File: config.mk
export PLATFORM = sky130hd
export DESIGN_NAME = ps2_num_input_flat
export DESIGN_NICKNAME = d
export VERILOG_FILES = /design/src/rtl/ps2_num_input_pkg.sv /design/src/rtl/ps2_num_input_if.sv /design/src/rtl/ps2_rx.sv /design/src/rtl/ps2_num_input.sv /design/src/flat_wrapper.sv
export SDC_FILE = /design/constraint.sdc
export NUM_CORES = 1
export LEC_CHECK = 0
export CAP_MARGIN = 25
export CORE_MARGIN = 2
export CORE_UTILIZATION = 55
export CTS_CLUSTER_DIAMETER = 60
export DETAILED_ROUTE_END_ITERATION = 12
export PLACE_DENSITY = 0.84
export SLEW_MARGIN = 15
export SYNTH_ARGS = -nofsm -noshare
export SYNTH_HDL_FRONTEND = slang
export SYNTH_SLANG_ARGS = --single-unit
File: constraint.sdc
create_clock -name clk -period 3.7 [get_ports clk]
set_clock_uncertainty 0.1 [all_clocks]
set_input_delay 0.74 -clock clk [delete_from_list [all_inputs] [get_ports clk]]
set_output_delay 0.74 -clock clk [all_outputs]
set_load 0.005 [all_outputs]
File: src/rtl/ps2_num_input_pkg.sv
// ps2_num_input_pkg: scancodes, rx state encoding and digit decode shared by the keyboard path
package ps2_num_input_pkg;
  typedef enum logic [1:0] {RX_IDLE, RX_DATA, RX_PARITY, RX_STOP} rx_state_e;
  localparam logic [7:0] SC_EXT   = 8'hE0;
  localparam logic [7:0] SC_BRK   = 8'hF0;
  localparam logic [7:0] SC_ENTER = 8'h5A;
  localparam logic [7:0] SC_BKSP  = 8'h66;
  localparam logic [7:0] SC_0 = 8'h45;
  localparam logic [7:0] SC_1 = 8'h16;
  localparam logic [7:0] SC_2 = 8'h1E;
  localparam logic [7:0] SC_3 = 8'h26;
  localparam logic [7:0] SC_4 = 8'h25;
  localparam logic [7:0] SC_5 = 8'h2E;
  localparam logic [7:0] SC_6 = 8'h36;
  localparam logic [7:0] SC_7 = 8'h3D;
  localparam logic [7:0] SC_8 = 8'h3E;
  localparam logic [7:0] SC_9 = 8'h46;
  // returns {is_digit, value}
  function automatic logic [4:0] scan_digit(input logic [7:0] c);
    case (c)
      SC_0: scan_digit = 5'h10;
      SC_1: scan_digit = 5'h11;
      SC_2: scan_digit = 5'h12;
      SC_3: scan_digit = 5'h13;
      SC_4: scan_digit = 5'h14;
      SC_5: scan_digit = 5'h15;
      SC_6: scan_digit = 5'h16;
      SC_7: scan_digit = 5'h17;
      SC_8: scan_digit = 5'h18;
      SC_9: scan_digit = 5'h19;
      default: scan_digit = 5'h00;
    endcase
  endfunction
endpackage

File: src/rtl/ps2_num_input_if.sv
// ps2_num_input_if: value/strobe handshake between the keyboard input path and the CPU in port
interface ps2_num_input_if #(parameter int DATA_WIDTH = 16);
  logic [DATA_WIDTH-1:0] in;
  logic                  control;
  logic                  pending;
  logic                  status;
  modport master (output in, output control, output pending, input status);
  modport slave  (input in, input control, input pending, output status);
endinterface

File: src/rtl/ps2_rx.sv
// ps2_rx: synchronizes PS/2 lines and deframes 11-bit odd-parity frames into bytes
module ps2_rx
  import ps2_num_input_pkg::*;
#(
  parameter int SYNC_STAGES = 2,
  parameter int TIMEOUT     = 50000
) (
  input  logic       clk,
  input  logic       rst_n,
  input  logic       ps2_clk,
  input  logic       ps2_data,
  output logic [7:0] rx_byte,
  output logic       byte_valid,
  output logic       frame_err
);
  localparam int TW = $clog2(TIMEOUT + 1);
  logic [SYNC_STAGES-1:0] csync_q, csync_d, dsync_q, dsync_d;
  logic                   cprev_q, cprev_d;
  rx_state_e              state_q, state_d;
  logic [2:0]             cnt_q, cnt_d;
  logic [7:0]             shift_q, shift_d, byte_q, byte_d;
  logic                   par_q, par_d, valid_q, valid_d, ferr_q, ferr_d;
  logic [TW-1:0]          tmo_q, tmo_d;
  logic                   fall, din;
  assign fall       = cprev_q & ~csync_q[SYNC_STAGES-1];
  assign din        = dsync_q[SYNC_STAGES-1];
  assign rx_byte    = byte_q;
  assign byte_valid = valid_q;
  assign frame_err  = ferr_q;
  // frame FSM: shift bits on falling ps2_clk, check parity/stop, abort on silence
  always_comb begin
    csync_d = {csync_q[SYNC_STAGES-2:0], ps2_clk};
    dsync_d = {dsync_q[SYNC_STAGES-2:0], ps2_data};
    cprev_d = csync_q[SYNC_STAGES-1];
    state_d = state_q;
    cnt_d   = cnt_q;
    shift_d = shift_q;
    byte_d  = byte_q;
    par_d   = par_q;
    valid_d = 1'b0;
    ferr_d  = 1'b0;
    tmo_d   = (state_q == RX_IDLE || fall) ? '0 : tmo_q + 1'b1;
    if (state_q != RX_IDLE && !fall && tmo_q == TW'(TIMEOUT - 1)) begin
      state_d = RX_IDLE;
      ferr_d  = 1'b1;
    end
    if (fall) begin
      case (state_q)
        RX_IDLE: begin
          state_d = din ? RX_IDLE : RX_DATA;
          cnt_d   = '0;
          par_d   = 1'b0;
        end
        RX_DATA: begin
          shift_d = {din, shift_q[7:1]};
          par_d   = par_q ^ din;
          cnt_d   = cnt_q + 1'b1;
          state_d = (cnt_q == 3'd7) ? RX_PARITY : RX_DATA;
        end
        RX_PARITY: begin
          par_d   = par_q ^ din;
          state_d = RX_STOP;
        end
        default: begin
          state_d = RX_IDLE;
          valid_d = din & par_q;
          ferr_d  = ~(din & par_q);
          byte_d  = (din & par_q) ? shift_q : byte_q;
        end
      endcase
    end
  end
  // state register; sync chains reset to the idle-high line level
  always_ff @(posedge clk or negedge rst_n) begin
    if (!rst_n) begin
      csync_q <= '1;
      dsync_q <= '1;
      cprev_q <= 1'b1;
      state_q <= RX_IDLE;
      cnt_q   <= '0;
      shift_q <= '0;
      byte_q  <= '0;
      par_q   <= 1'b0;
      valid_q <= 1'b0;
      ferr_q  <= 1'b0;
      tmo_q   <= '0;
    end else begin
      csync_q <= csync_d;
      dsync_q <= dsync_d;
      cprev_q <= cprev_d;
      state_q <= state_d;
      cnt_q   <= cnt_d;
      shift_q <= shift_d;
      byte_q  <= byte_d;
      par_q   <= par_d;
      valid_q <= valid_d;
      ferr_q  <= ferr_d;
      tmo_q   <= tmo_d;
    end
  end
endmodule

File: src/rtl/ps2_num_input.sv
// ps2_num_input: decodes PS/2 digit keys into a decimal value delivered to the CPU on Enter
module ps2_num_input
  import ps2_num_input_pkg::*;
#(
  parameter int DATA_WIDTH  = 16,
  parameter int SYNC_STAGES = 2,
  parameter int TIMEOUT     = 50000
) (
  input  logic            clk,
  input  logic            rst_n,
  input  logic            ps2_clk,
  input  logic            ps2_data,
  ps2_num_input_if.master bus,
  output logic            err
);
  logic [7:0]            rx_byte;
  logic                  byte_valid, frame_err;
  logic                  ext_q, ext_d, brk_q, brk_d;
  logic [DATA_WIDTH-1:0] acc_q, acc_d, in_q, in_d;
  logic                  pending_q, pending_d, control_q, control_d, err_q, err_d;
  logic [4:0]            dig;
  logic [DATA_WIDTH+3:0] prod;
  ps2_rx #(.SYNC_STAGES(SYNC_STAGES), .TIMEOUT(TIMEOUT)) u_rx (
    .clk       (clk),
    .rst_n     (rst_n),
    .ps2_clk   (ps2_clk),
    .ps2_data  (ps2_data),
    .rx_byte   (rx_byte),
    .byte_valid(byte_valid),
    .frame_err (frame_err)
  );
  assign dig         = scan_digit(rx_byte);
  assign prod        = {4'b0, acc_q} * (DATA_WIDTH+4)'(10) + (DATA_WIDTH+4)'(dig[3:0]);
  assign bus.in      = in_q;
  assign bus.control = control_q;
  assign bus.pending = pending_q;
  assign err         = err_q;
  // prefix flags, accumulator, commit on Enter; handshake first so a same-cycle commit re-arms pending
  always_comb begin
    ext_d     = ext_q;
    brk_d     = brk_q;
    acc_d     = acc_q;
    in_d      = in_q;
    control_d = pending_q & bus.status;
    pending_d = pending_q & ~bus.status;
    err_d     = err_q | frame_err;
    if (byte_valid) begin
      ext_d = (rx_byte == SC_EXT) | (ext_q & rx_byte == SC_BRK);
      brk_d = (rx_byte == SC_BRK) | (brk_q & rx_byte == SC_EXT);
      if (rx_byte != SC_EXT && rx_byte != SC_BRK && !ext_q && !brk_q) begin
        if (dig[4])
          acc_d = (|prod[DATA_WIDTH+3:DATA_WIDTH]) ? '1 : prod[DATA_WIDTH-1:0];
        if (rx_byte == SC_BKSP)
          acc_d = '0;
        if (rx_byte == SC_ENTER) begin
          in_d      = acc_q;
          acc_d     = '0;
          pending_d = 1'b1;
        end
      end
    end
  end
  // decoder and handshake registers
  always_ff @(posedge clk or negedge rst_n) begin
    if (!rst_n) begin
      ext_q     <= 1'b0;
      brk_q     <= 1'b0;
      acc_q     <= '0;
      in_q      <= '0;
      pending_q <= 1'b0;
      control_q <= 1'b0;
      err_q     <= 1'b0;
    end else begin
      ext_q     <= ext_d;
      brk_q     <= brk_d;
      acc_q     <= acc_d;
      in_q      <= in_d;
      pending_q <= pending_d;
      control_q <= control_d;
      err_q     <= err_d;
    end
  end
endmodule

File: src/flat_wrapper.sv
// flat-port wrapper written by rule: the top's interface ports become plain ports
module ps2_num_input_flat import ps2_num_input_pkg::*;
#(
  parameter int DATA_WIDTH  = 16,
  parameter int SYNC_STAGES = 2,
  parameter int TIMEOUT     = 50000
)
  (clk, rst_n, ps2_clk, ps2_data, err, bus_in, bus_control, bus_pending, bus_status);
  ps2_num_input_if #(.DATA_WIDTH(DATA_WIDTH)) bus_i ();
  input  logic clk;
  input  logic rst_n;
  input  logic ps2_clk;
  input  logic ps2_data;
  output logic err;
  output wire logic [$bits(bus_i.in)-1:0] bus_in;
  output wire logic [$bits(bus_i.control)-1:0] bus_control;
  output wire logic [$bits(bus_i.pending)-1:0] bus_pending;
  input wire logic [$bits(bus_i.status)-1:0] bus_status;
  assign bus_in = bus_i.in;
  assign bus_control = bus_i.control;
  assign bus_pending = bus_i.pending;
  assign bus_i.status = bus_status;
  ps2_num_input #(.DATA_WIDTH(DATA_WIDTH), .SYNC_STAGES(SYNC_STAGES), .TIMEOUT(TIMEOUT)) u_core (.clk(clk), .rst_n(rst_n), .ps2_clk(ps2_clk), .ps2_data(ps2_data), .bus(bus_i), .err(err));
endmodule
# Yosys cells after proc, flatten, opt, wreduce, memory -nomap -nowiden
# Index checks and enable logic that the tools add are counted.
[totals]
register_bits = 82
input_bits = 5
word_cells = 101
[op_classes]
add_sub_neg = 3
mul = 1
n_eq_ne = 20
mux = 21
n_bitwise = 14
n_reduce_logical = 24
[op_table]
columns = ["operator", "count"]
rows = [
  ["$mux W16", 5],
  ["$pmux W5 S10", 1],
  ["$eq A8 B6 Y1 const B", 6],
  ["$eq A8 B7 Y1 const B", 4],
  ["$add A20 B4 Y20", 1],
  ["$mul A16 B3 Y19 const B", 1],
  ["$add A16 B1 Y16 const B", 1],
  ["$eq A16 B16 Y1 const B", 1],
  ["$eq A8 B5 Y1 const B", 2],
  ["$eq A8 B8 Y1 const B", 2],
  ["$ne A8 B8 Y1 const B", 2],
  ["$mux W1", 9],
  ["$reduce_and A3 Y1", 3],
  ["$reduce_bool A2 Y1", 4],
  ["$and A1 B1 Y1", 6],
  ["$mux W2", 3],
  ["$pmux W2 S3", 1],
  ["$pmux W3 S2", 1],
  ["$reduce_and A2 Y1", 3],
  ["$logic_and A1 B1 Y1", 5],
  ["$not A1 Y1", 4],
  ["$reduce_or A4 Y1", 1],
  ["$add A3 B1 Y3 const B", 1],
  ["$eq A3 B3 Y1 const B", 1],
  ["11 further kinds", 15],
]

# Logic depth before layout (Yosys ltp)
# Gate-level depths: netlist (run 1).
[depth]
depth_word = 8
depth_mapped = 17
mapped_depth_nobuf = 15

# Hierarchy
# From an unflattened synthesis (run 1), not the netlist that was laid out.
[hier_totals]
hier_cells = 482
area_unflattened_um2 = 5007.3
[by_module_without_submodules]
columns = ["mod", "n_inst", "cells_per_inst", "area_each_um2"]
rows = [
  ["ps2_num_input", 1, 323, 3017.9],
  ["ps2_rx", 1, 159, 1989.4],
]

# Worst setup path before layout (run 1)
# No wires, ideal clock.
[synth_path]
kind = "register -> register"
startpoint = "reg u_core.acc_q[1]"
endpoint = "reg u_core.acc_q[7]"
setup_ps = 123
t_arrival_ps = 3295
required_time_ps = 3477
setup_slack_ps = 183
stages_incl_launch_ff = 13
path_buffers = 1
period_less_slack_ps = 3517
path_cell_list = "dfrtp_1 -> ha_1 -> ha_1 -> inv_1 -> fa_1 -> or4b_4 -> nor4_4 -> nand3_2 -> nor2_2 -> nand4_2 -> mux2i_4 -> buf_6 -> o221a_1"
[synth_between]
elab_chain_cells = 7
[synth_lines]
columns = ["element", "line", "source"]
rows = [
  ["from (decl)", "ps2_num_input.sv:19", "logic [DATA_WIDTH-1:0] acc_q, acc_d, in_q, in_d;"],
  ["from (signal assigned)", "ps2_num_input.sv:68", "acc_q <= '0;"],
  ["from (signal assigned)", "ps2_num_input.sv:76", "acc_q <= acc_d;"],
  ["$mul A16 B3 Y19 *", "ps2_num_input.sv:33", "assign prod = {4'b0, acc_q} * (DATA_WIDTH+4)'(10) + (DATA_WIDTH+4)'(dig[3:0]);"],
  ["$add A20 B4 Y20 *", "ps2_num_input.sv:33", ""],
  ["$reduce_or A4 Y1", "ps2_num_input.sv:52", "acc_d = (|prod[DATA_WIDTH+3:DATA_WIDTH]) ? '1 : prod[DATA_WIDTH-1:0];"],
  ["$mux W16 *", "ps2_num_input.sv:52", ""],
  ["$mux W16 *", "ps2_num_input.sv:51", "if (dig[4])"],
  ["$mux W16 *", "ps2_num_input.sv:53", "if (rx_byte == SC_BKSP)"],
  ["$mux W16 *", "ps2_num_input.sv:55", "if (rx_byte == SC_ENTER) begin"],
]
# Every way passes the cells marked *; elsewhere a longest branch is shown, timed or not. The select of a mux whose other input is x is not followed.
# A chain may end at the register's enable or synchronous reset.

# Final worst setup path (run 1)
[layout_path]
startpoint = "reg u_core.acc_q[1]"
endpoint = "reg u_core.acc_q[12]"
# The elaborated chain is that of the path after synthesis.

==> flow_summary.yaml, run 1 <==
clock_tree:
  clk_latency_ns: 0.37
  htree_levels: 3
  root_buffer: "clkbuf_8"
  cts.clk_slew.worst_paths_ns: 0.09
  numCtsBuffers: 9
  clk_path_buf_depth: 2
  cts_sinks: 82
  cts_tree: "yes"
timing:
  slew_headroom_pct: 44.6
  slew_viol_final: 0
  worst_pin_slew_ns: 0.831
  clock.fmax_mhz: 280
  fin_crit_sh_pct: 96.6
  period_minus_slack_ns: 3.57
  setup_violations: 0
  finalHoldViolCount: 0
  fin_setup_tns_ns: 0
routing:
  via_count: 3469
  wl_per_cell_um: 16.2
  drt_iter0_drc: 100
  route.final.wire_length_mm: 9.49
  viasPerCell: 5.92
  antenna_left: 0
  post-route-drc-count: 0
  dr.pass1.iters: 5
worst_setup_path:
  slowest_delay_ns: 0.40
  crit_path_frequent_cell: "ha_1"
  arrival_ns: 3.73
  path_buf_inv: 3
  critPathKind: "reg2reg"
  path_delay_family: "adder cells"
  path_cells: "ha_1, ha_1, inv_1, fa_1, nand2b_2, a211oi_4, nor2_1, xor2_2, buf_4, nor3_1, nand4_2, mux2i_4, buf_12, o221a_1"
  cp.required_ns: 3.86
  endpoint_kind: "flop"
  crit_fanout: 13
  crit_slowest_cell: "fa_1"
  start_kind: "flop"
placed_design:
  dpl.hpwl_mm: 6.63
  gp_congestion: 0.918
  io_buffers: 23
  place_area_mm2: 0.00516
  dp.cells: 560
logic_synthesis:
  ys_seq_elements: 82
  synth_edf_count: 0
  synth_fp_nets: 483
  ys_seq_area_share_pct: 42.6
  synthesis.area_mm2: 0.00483
  synth_async_sr_flop_share_pct: 100
  ys_warn_count: 0
  synth_ff_type: "dfrtp_1"
  synthDistinctLibCells: 67
  synthesis.instances: 436
  synth_area_per_cell_um2: 11.1
layout:
  final_cell_mix: "dfrtp_1 (74), ha_1 (38), nor2_1 (33)"
  area_growth_pct: 13.8
  seqCellArea_mm2: 0.00206
  final_nets: 520
  final_common_cell: "dfrtp_1"
  drive_above_1_share_pct: 21.3
  antenna_cells: 0
  finalNonFillerCells: 586
  multi_input_area_mm2: 0.00268
  fin_area_mm2: 0.00550
  fillCellCount: 661
hold_path:
  hp-class: "in2async"
run_status:
  status: "complete, no violations"
grt:
  gr-total-overflow: 0
  grt.total_usage_pct: 21.1
  antenna_found_initial: 0
  grt_max_degree: 83
  grt_pass1_wl_mm: 16.5
  grt_pass1_vias: 3605
floorplanning:
  pin_count: 24
  core_area_mm2: 0.00864
  die_y_um: 97.7
  die_area_mm2: 0.00955
  rows: 34
  start_util_pct: 55.9
  die_x_um: 97.7
flow_run:
  drv_cap: 0
power_and_ir_drop:
  vdd_drop_max_mv: 0.369
  leakage_nw: 2.61
  p_per_area_mw_per_mm2: 318
==> cells by family after synthesis <==
logic type               share of synthesized area [%]
XOR/XNOR                                          6.97
adder cells (fa/ha/maj)                           11.2
flip-flops                                        42.6
multiplexers                                      8.11
AO/OA/AOI/OAI                                     13.6
AND/OR/NAND/NOR                                   14.4
buffers and inverters                             3.13
==> through the flow <==
step                setup WS, ns  util [%]  hold WS (ns)  total power [mW]
floorplan                  0.183         -         0.245              1.09
global placement          0.0416      59.7         0.246              1.13
detailed placement       -0.0893      59.7         0.254              1.15
CTS                       0.0158      62.3         0.268              1.76
global route             -0.0359      63.7         0.247              1.85
finish                     0.127      63.7         0.225              1.75
==> where the power goes <==
part | internal (mW) | total, mW | leakage (nW) | switching (mW)
registers | 0.957 | 0.999 | 1.11 | 0.0422
clock network | 0.256 | 0.622 | 0.0954 | 0.366
logic | 0.0602 | 0.128 | 1.40 | 0.0679
==> area by class of cell <==
type                    instances  area share, %
clock buffers                   9           2.25
clock inverters                 7           1.05
inverters                      15           1.02
multi-input cells             324           48.7
flip-flops and latches         82           37.5
well taps                     108           2.46
repair buffers                 41           7.05
==> registers in the layout, summed over array words and instances (netlist names), 2 cells and up <==
register,flops
u_core.u_rx.tmo_q,16
u_core.u_rx.csync_q,2
u_core.acc_q,16
u_core.u_rx.state_q,2
u_core.u_rx.shift_q,8
u_core.u_rx.rx_byte,8
u_core.u_rx.dsync_q,2
u_core.bus.in,16
u_core.u_rx.cnt_q,3
==> cells in the mapped netlist, types with 6 or more instances <==
library cell	n	area [um^2]
mux2_2	31	349
a21o_1	6	45.0
o221a_1	14	158
nand3_1	11	55.1
xor2_1	19	166
nor3_1	10	50.1
or3_1	7	43.8
nand2_1	19	71.3
o21ai_0	18	90.1
nand2b_1	9	56.3
xnor2_1	12	105
a21oi_1	14	70.1
ha_1	40	500
clkbuf_1	8	30.0
inv_1	15	56.3
nor2_1	33	124
dfrtp_1	77	1930
==> per-layer routing <==
| layer | track usage [%] | wire length, um |
|---|---|---|
| met1 | 26.0 | 4050 |
| met2 | 36.9 | 4880 |
| met3 | 5.61 | 354 |
| met5 | 0 | 0 |
| met4 | 5.66 | 198 |
==> final timing paths <==
| check | from | slack, ns | cells after the start | endpoint |
|---|---|---|---|---|
| min | rst_n | 0.22 | 1 | u_core.u_rx.tmo_q[1]$_DFF_PN0_ |
| max reg2reg | u_core.acc_q[1]$_DFFE_PN0P_ | 0.13 | 14 | u_core.acc_q[12]$_DFFE_PN0P_ |
| max in group asynchronous | rst_n | 2.63 | 2 | u_core.u_rx.dsync_q[1]$_DFF_PN1_ |
| max | u_core.acc_q[1]$_DFFE_PN0P_ | 0.13 | 14 | u_core.acc_q[12]$_DFFE_PN0P_ |
| min reg2reg | u_core.u_rx.dsync_q[0]$_DFF_PN1_ | 0.27 | 0 | u_core.u_rx.dsync_q[1]$_DFF_PN1_ |
| min in group clk | u_core.u_rx.dsync_q[0]$_DFF_PN1_ | 0.27 | 0 | u_core.u_rx.dsync_q[1]$_DFF_PN1_ |
==> repair_timing <==
| action | in CTS | in global routing |
|---|---|---|
| pin swaps | 0 | 6 |
| endpoints found under the setup margin | 16 | 16 |
| hold buffers | 0 | 0 |
| buffers inserted | 2 | 7 |
| resized for setup | 5 | 9 |
No activity file was read; power rests on OpenSTA's default activity.
==> run 2: changes to the inputs <==
--- a/config.mk
+++ b/config.mk
@@ -5,8 +5,9 @@
 export SDC_FILE = /design/constraint.sdc
 export NUM_CORES = 1
 export LEC_CHECK = 0
+export ABC_CLOCK_PERIOD_IN_PS = 3700
 export CAP_MARGIN = 25
-export CORE_MARGIN = 2
+export CORE_MARGIN = 3
 export CORE_UTILIZATION = 55
 export CTS_CLUSTER_DIAMETER = 60
 export DETAILED_ROUTE_END_ITERATION = 12
@@ -15,3 +16,4 @@
 export SYNTH_ARGS = -nofsm -noshare
 export SYNTH_HDL_FRONTEND = slang
 export SYNTH_SLANG_ARGS = --single-unit
+export TNS_END_PERCENT = 100
==> run 2 against run 1 <==
Register-to-register slack about the same. Core utilization increased by 2.6 points. Worst hold slack got worse by 0.042 ns. Sequential share of layout area decreased by 0.41 points. Worst setup slack got worse by 0.011 ns. Combinational power about the same. Flip-flop and latch count unchanged. Largest cell class unchanged. Via count increased by 0.66%. Power increased by 2.9%. Maximum frequency decreased by 0.32%.
==> flow_summary.yaml, run 2 (synthesis gave the netlist of run 1 again) <==
grt:
  grt_pass1_wl_mm: 16.7
  grt_pass1_vias: 3504
  antenna_found_initial: 0
  grt.total_usage_pct: 20.9
  gr-total-overflow: 0
  grt_max_degree: 83
floorplanning:
  pin_count: 24
  die_y_um: 99.7
  start_util_pct: 57.6
  die_x_um: 99.7
  die_area_mm2: 0.00994
  core_area_mm2: 0.00838
  rows: 33
routing:
  dr.pass1.iters: 4
  drt_iter0_drc: 144
  wl_per_cell_um: 17.1
  route.final.wire_length_mm: 10.0
  antenna_left: 0
  post-route-drc-count: 0
  viasPerCell: 5.96
  via_count: 3492
power_and_ir_drop:
  leakage_nw: 2.64
  p_total_mw: 1.80
  p_per_area_mw_per_mm2: 324
  vdd_drop_max_mv: 0.248
timing:
  clock.fmax_mhz: 279
  slew_headroom_pct: 43.2
  hold_slack_ns: 0.183
  slew_viol_final: 0
  fin_crit_sh_pct: 96.9
  setup_violations: 0
  worst_pin_slew_ns: 0.852
  finalHoldViolCount: 0
  period_minus_slack_ns: 3.58
worst_setup_path:
  crit_fanout: 12
  start_kind: "flop"
  cp.required_ns: 3.84
  critPathKind: "reg2reg"
  endpoint_kind: "flop"
  arrival_ns: 3.72
run_status:
  status: "complete, no violations"
placed_design:
  dpl.hpwl_mm: 6.93
  io_buffers: 23
  gp_congestion: 0.859
layout:
  final_nets: 523
  antenna_cells: 0
  final_common_cell: "dfrtp_1"
  drive_above_1_share_pct: 22.2
  area_growth_pct: 15.1
  seqCellArea_mm2: 0.00206
  fillCellCount: 618
  final_cell_mix: "dfrtp_1 (74), ha_1 (38), nor2_1 (33)"
  multi_input_area_mm2: 0.00269
clock_tree:
  root_buffer: "clkbuf_8"
  clk_latency_ns: 0.36
  cts_hold_repair.buffers: 0
  cts.clk_slew.worst_paths_ns: 0.09
  cts_sinks: 82
  htree_levels: 3
  clk_path_buf_depth: 2
  numCtsBuffers: 9
  cts_tree: "yes"
flow_run:
  drv_cap: 0
hold_path:
  hp-class: "in2async"
run 2: cell count changes in the layout (fill, tap and decap cells not counted), moves of 2 or more:
cell / delta
clkinvlp_4: +2
clkbuf_8: +2
buf_4: +3
inv_6: -5
run 2: metal layers:
layer	GRT usage, %	wire length [um]
met1	26.5	4310
met2	35.9	5230
met3	4.00	276
met4	6.93	189
met5	0	0
run 2: cell type report:
type                            instances  share of cell area [%]
Multi-Input combinational cell        324                    48.3
Clock inverter                          4                   0.900
Tap cell                              105                    2.36
Clock buffer                           12                    2.79
Inverter                               15                    1.01
Timing Repair Buffer                   44                    7.52
Sequential cell                        82                    37.1
run 2: report_power, final:
group | switching, mW | internal [mW] | total [mW]
sequential | 0.0437 | 0.957 | 1.00
combinational | 0.0690 | 0.0615 | 0.131
clock | 0.320 | 0.348 | 0.668
run 2: worst max-delay path, stage by stage (launching register included):
cell	delay, ns
dfrtp_1	0.39
ha_1	0.30
ha_2	0.20
inv_1	0.06
fa_1	0.41
nand2b_4	0.17
a211oi_2	0.33
o2111ai_2	0.22
a31oi_4	0.29
xor2_2	0.22
nor4b_4	0.28
mux2i_4	0.12
buf_12	0.16
o221a_1	0.22
run 2: metrics by stage:
stage                     instance area [um^2]  TNS [ns]  cells  setup WS, ns  util, %
after floorplan                           4830         0    436         0.183        -
after global placement                    5230         0    565         0.178     62.4
after detailed placement                  5230         0    565        0.0540     62.4
after CTS                                 5430         0    581        0.0213     64.8
after global routing                      5560    -0.295    586       -0.0756     66.3
final                                     5560         0    586         0.115     66.3
run 2: repair_timing:
item	CTS	global route
endpoints found under the setup margin	0	16
buffers inserted	0	4
resized for setup	0	16
run 2: worst paths after layout:
path	to	slack, ns	start	cells past startpoint
setup / recovery	u_core.acc_q[3]$_DFFE_PN0P_	0.12	u_core.acc_q[1]$_DFFE_PN0P_	13
hold / removal	u_core.bus.in[14]$_DFFE_PN0P_	0.18	rst_n	1
setup reg to reg	u_core.acc_q[3]$_DFFE_PN0P_	0.12	u_core.acc_q[1]$_DFFE_PN0P_	13
hold reg to reg	u_core.u_rx.dsync_q[1]$_DFF_PN1_	0.26	u_core.u_rx.dsync_q[0]$_DFF_PN1_	0
max in group asynchronous	u_core.u_rx.rx_byte[4]$_DFFE_PN0P_	2.72	rst_n	2
min in group clk	u_core.u_rx.dsync_q[1]$_DFF_PN1_	0.26	u_core.u_rx.dsync_q[0]$_DFF_PN1_	0
==> run 3: changes to the inputs <==
--- a/config.mk
+++ b/config.mk
@@ -5,13 +5,14 @@
 export SDC_FILE = /design/constraint.sdc
 export NUM_CORES = 1
 export LEC_CHECK = 0
+export ABC_AREA = 1
 export ABC_CLOCK_PERIOD_IN_PS = 3700
 export CAP_MARGIN = 25
 export CORE_MARGIN = 3
 export CORE_UTILIZATION = 55
 export CTS_CLUSTER_DIAMETER = 60
 export DETAILED_ROUTE_END_ITERATION = 12
-export PLACE_DENSITY = 0.84
+export PLACE_DENSITY = 0.83
 export SLEW_MARGIN = 15
 export SYNTH_ARGS = -nofsm -noshare
 export SYNTH_HDL_FRONTEND = slang
==> run 3 against run 2 <==
Clock power increased by 7.5%. Sequential share of layout area decreased by 2.6 points. Synthesized cell count increased by 53%. Design area increased by 7.5%. Worst hold slack improved by 0.037 ns. Maximum frequency increased by 4.1%. Core utilization decreased by 1.9 points. Combinational power increased by 5%. Largest power group unchanged.
==> flow_summary.yaml, run 3 <==
run_status:
  status: "complete, no violations"
grt:
  grt_pass1_vias: 4336
  grt_pass1_wl_mm: 19.0
  grt_max_degree: 83
  gr-total-overflow: 0
  grt.total_usage_pct: 20.7
  antenna_found_initial: 0
  top_usage_layer: "met2"
  gr-usage-met3_pct: 3.48
  use_met2_pct: 35.6
  use_met1_pct: 26.8
worst_setup_path:
  crit_fanout: 8
  critPathKind: "reg2reg"
  arrival_ns: 3.57
  start_kind: "flop"
  endpoint_kind: "flop"
  cp.required_ns: 3.83
layout:
  multi_input_area_mm2: 0.00287
  area_growth_pct: 13.1
  fillCellCount: 788
  antenna_cells: 0
  seqCellArea_mm2: 0.00206
  final_nets: 749
  final_cell_mix: "nand2_1 (185), inv_1 (91), dfrtp_1 (76)"
  drive_above_1_share_pct: 14.6
  finalNonFillerCells: 834
  final_common_cell: "nand2_1"
logic_synthesis:
  synthTopCellsByCount: "nand2_1 (186), inv_1 (91), dfrtp_1 (77), nand3_1 (50), ha_1 (40)"
  synthesis.instances: 668
  ys_seq_elements: 82
  synth_async_sr_flop_share_pct: 100
  synth_most_common_cell: "nand2_1"
  synth_area_per_cell_um2: 7.91
  ys_warn_count: 0
  ys_top_cells_by_area: "dfrtp_1 (36%), nand2_1 (13%), ha_1 (9.5%), inv_1 (6.5%), nand3_1 (4.7%)"
  synth_fp_nets: 715
  ys_seq_area_share_pct: 39.0
  synthesis.area_mm2: 0.00528
  synthDistinctLibCells: 42
  synth_ff_type: "dfrtp_1"
  synth_edf_count: 0
  netlist.area_leader.share_pct: 36.5
  synth_top_area_cell: "dfrtp_1"
hold_path:
  hp-class: "in2async"
clock_tree:
  cts_tree: "yes"
  numCtsBuffers: 9
  htree_levels: 3
  cts_hold_repair.buffers: 0
  cts.clk_slew.worst_paths_ns: 0.08
  root_buffer: "clkbuf_8"
  clk_path_buf_depth: 2
  clk_latency_ns: 0.34
  cts_sinks: 82
routing:
  antenna_left: 0
  viasPerCell: 5.36
  drt_iter0_drc: 209
  via_count: 4472
  dr.pass1.iters: 5
  wl_per_cell_um: 13.1
  post-route-drc-count: 0
  route.final.wire_length_mm: 10.9
timing:
  layout_setup_ws_ns: 0.258
  fin_crit_sh_pct: 93.0
  finalHoldViolCount: 0
  period_minus_slack_ns: 3.44
  slew_viol_final: 0
  clock.fmax_mhz: 290
  worst_pin_slew_ns: 0.883
  setup_violations: 0
  slew_headroom_pct: 41.0
floorplanning:
  rows: 35
  die_area_mm2: 0.0108
  die_x_um: 104
  die_y_um: 104
  pin_count: 24
  start_util_pct: 56.9
  core_area_mm2: 0.00928
power_and_ir_drop:
  leakage_nw: 3.23
  vdd_drop_max_mv: 0.376
  p_per_area_mw_per_mm2: 308
flow_run:
  drv_cap: 0
placed_design:
  gp_congestion: 0.872
  pre_cts_ws_ns: 0.228
  dpl.hpwl_mm: 7.88
  dp.cells: 813
  io_buffers: 23
==> run 3: timing repair <==
item	in CTS	in global routing
endpoints found under the hold margin	0	0
gates resized for setup	0	14
setup buffers	0	5
setup endpoints to repair	0	16
==> run 3: path summary, 6_finish.rpt <==
path,end,slack (ns),from,depth (start not counted)
setup / recovery,u_core.acc_q[1]$_DFFE_PN0P_,0.26,u_core.acc_q[1]$_DFFE_PN0P_,20
min in group clk,u_core.u_rx.csync_q[1]$_DFF_PN1_,0.26,u_core.u_rx.csync_q[0]$_DFF_PN1_,0
setup reg to reg,u_core.acc_q[1]$_DFFE_PN0P_,0.26,u_core.acc_q[1]$_DFFE_PN0P_,20
max in group asynchronous,u_core.u_rx.cprev_q$_DFF_PN1_,2.67,rst_n,2
hold reg to reg,u_core.u_rx.csync_q[1]$_DFF_PN1_,0.26,u_core.u_rx.csync_q[0]$_DFF_PN1_,0
hold / removal,u_core.u_rx.tmo_q[12]$_DFF_PN0_,0.22,rst_n,1
==> run 3: final cells by class <==
class | count | share of cell area [%]
multi-input combinational | 485 | 48.0
sequential | 82 | 34.5
inverter | 95 | 5.97
timing repair buffer | 29 | 5.11
clock buffer | 12 | 2.76
tap | 129 | 2.70
clock inverter | 2 | 1.00
==> run 3: cells by family (layout without fill, tap and decap cells) <==
| family | after synthesis | after routing | share of synthesized area [%] |
|---|---|---|---|
| simple gates | 345 | 346 | 30.4 |
| buf+inv | 102 | 138 | 7.96 |
| flops | 82 | 82 | 39.0 |
| compound gates | 72 | 72 | 7.65 |
| fa+ha+maj | 42 | 42 | 10.2 |
| mux | 15 | 15 | 3.20 |
| xor+xnor | 10 | 10 | 1.66 |
==> run 3: power by group <==
group / internal (mW) / switching [mW]
clock: 0.428 / 0.290
combinational: 0.0486 / 0.0894
sequential: 0.953 / 0.0322
total: 1.43 / 0.411
==> run 3: worst max-delay path, cell delays in order, from the launching register on <==
cell and delay (ns):
dfrtp_2 0.45, ha_1 0.30, ha_1 0.21, inv_1 0.07, fa_1 0.40, inv_1 0.10, nand2_2 0.09, nand2_2 0.09
nand3_1 0.10, nand2_1 0.10, nand2_1 0.05, nand2_1 0.13, inv_2 0.06, nor2_1 0.13, nand2_2 0.10, o21ai_1 0.16
nand2_2 0.15, nor2_4 0.30, nand3_1 0.11, nand2_1 0.07, nand2_1 0.06
==> run 3: metal layers <==
layer,wire (um),vias up
li1,-,2229
met4,181,0
met3,475,20
met1,4850,2137
met2,5390,86
met5,0,-
==> run 3: per-stage QoR <==
| step | setup TNS [ns] | instance area (um^2) | utilization (%) | hold WS, ns | power [mW] |
|---|---|---|---|---|---|
| 4_1_cts | 0 | 5830 | 62.8 | 0.259 | 1.86 |
| 6_report | 0 | 5980 | 64.4 | 0.220 | 1.84 |
| 5_1_grt | -0.00349 | 5980 | 64.4 | 0.238 | 1.94 |
| 2_1_floorplan | 0 | 5280 | - | 0.245 | 1.08 |
| 3_5_place_dp | 0 | 5610 | 60.4 | 0.248 | 1.14 |
| 3_3_place_gp | 0 | 5610 | 60.4 | 0.246 | 1.13 |
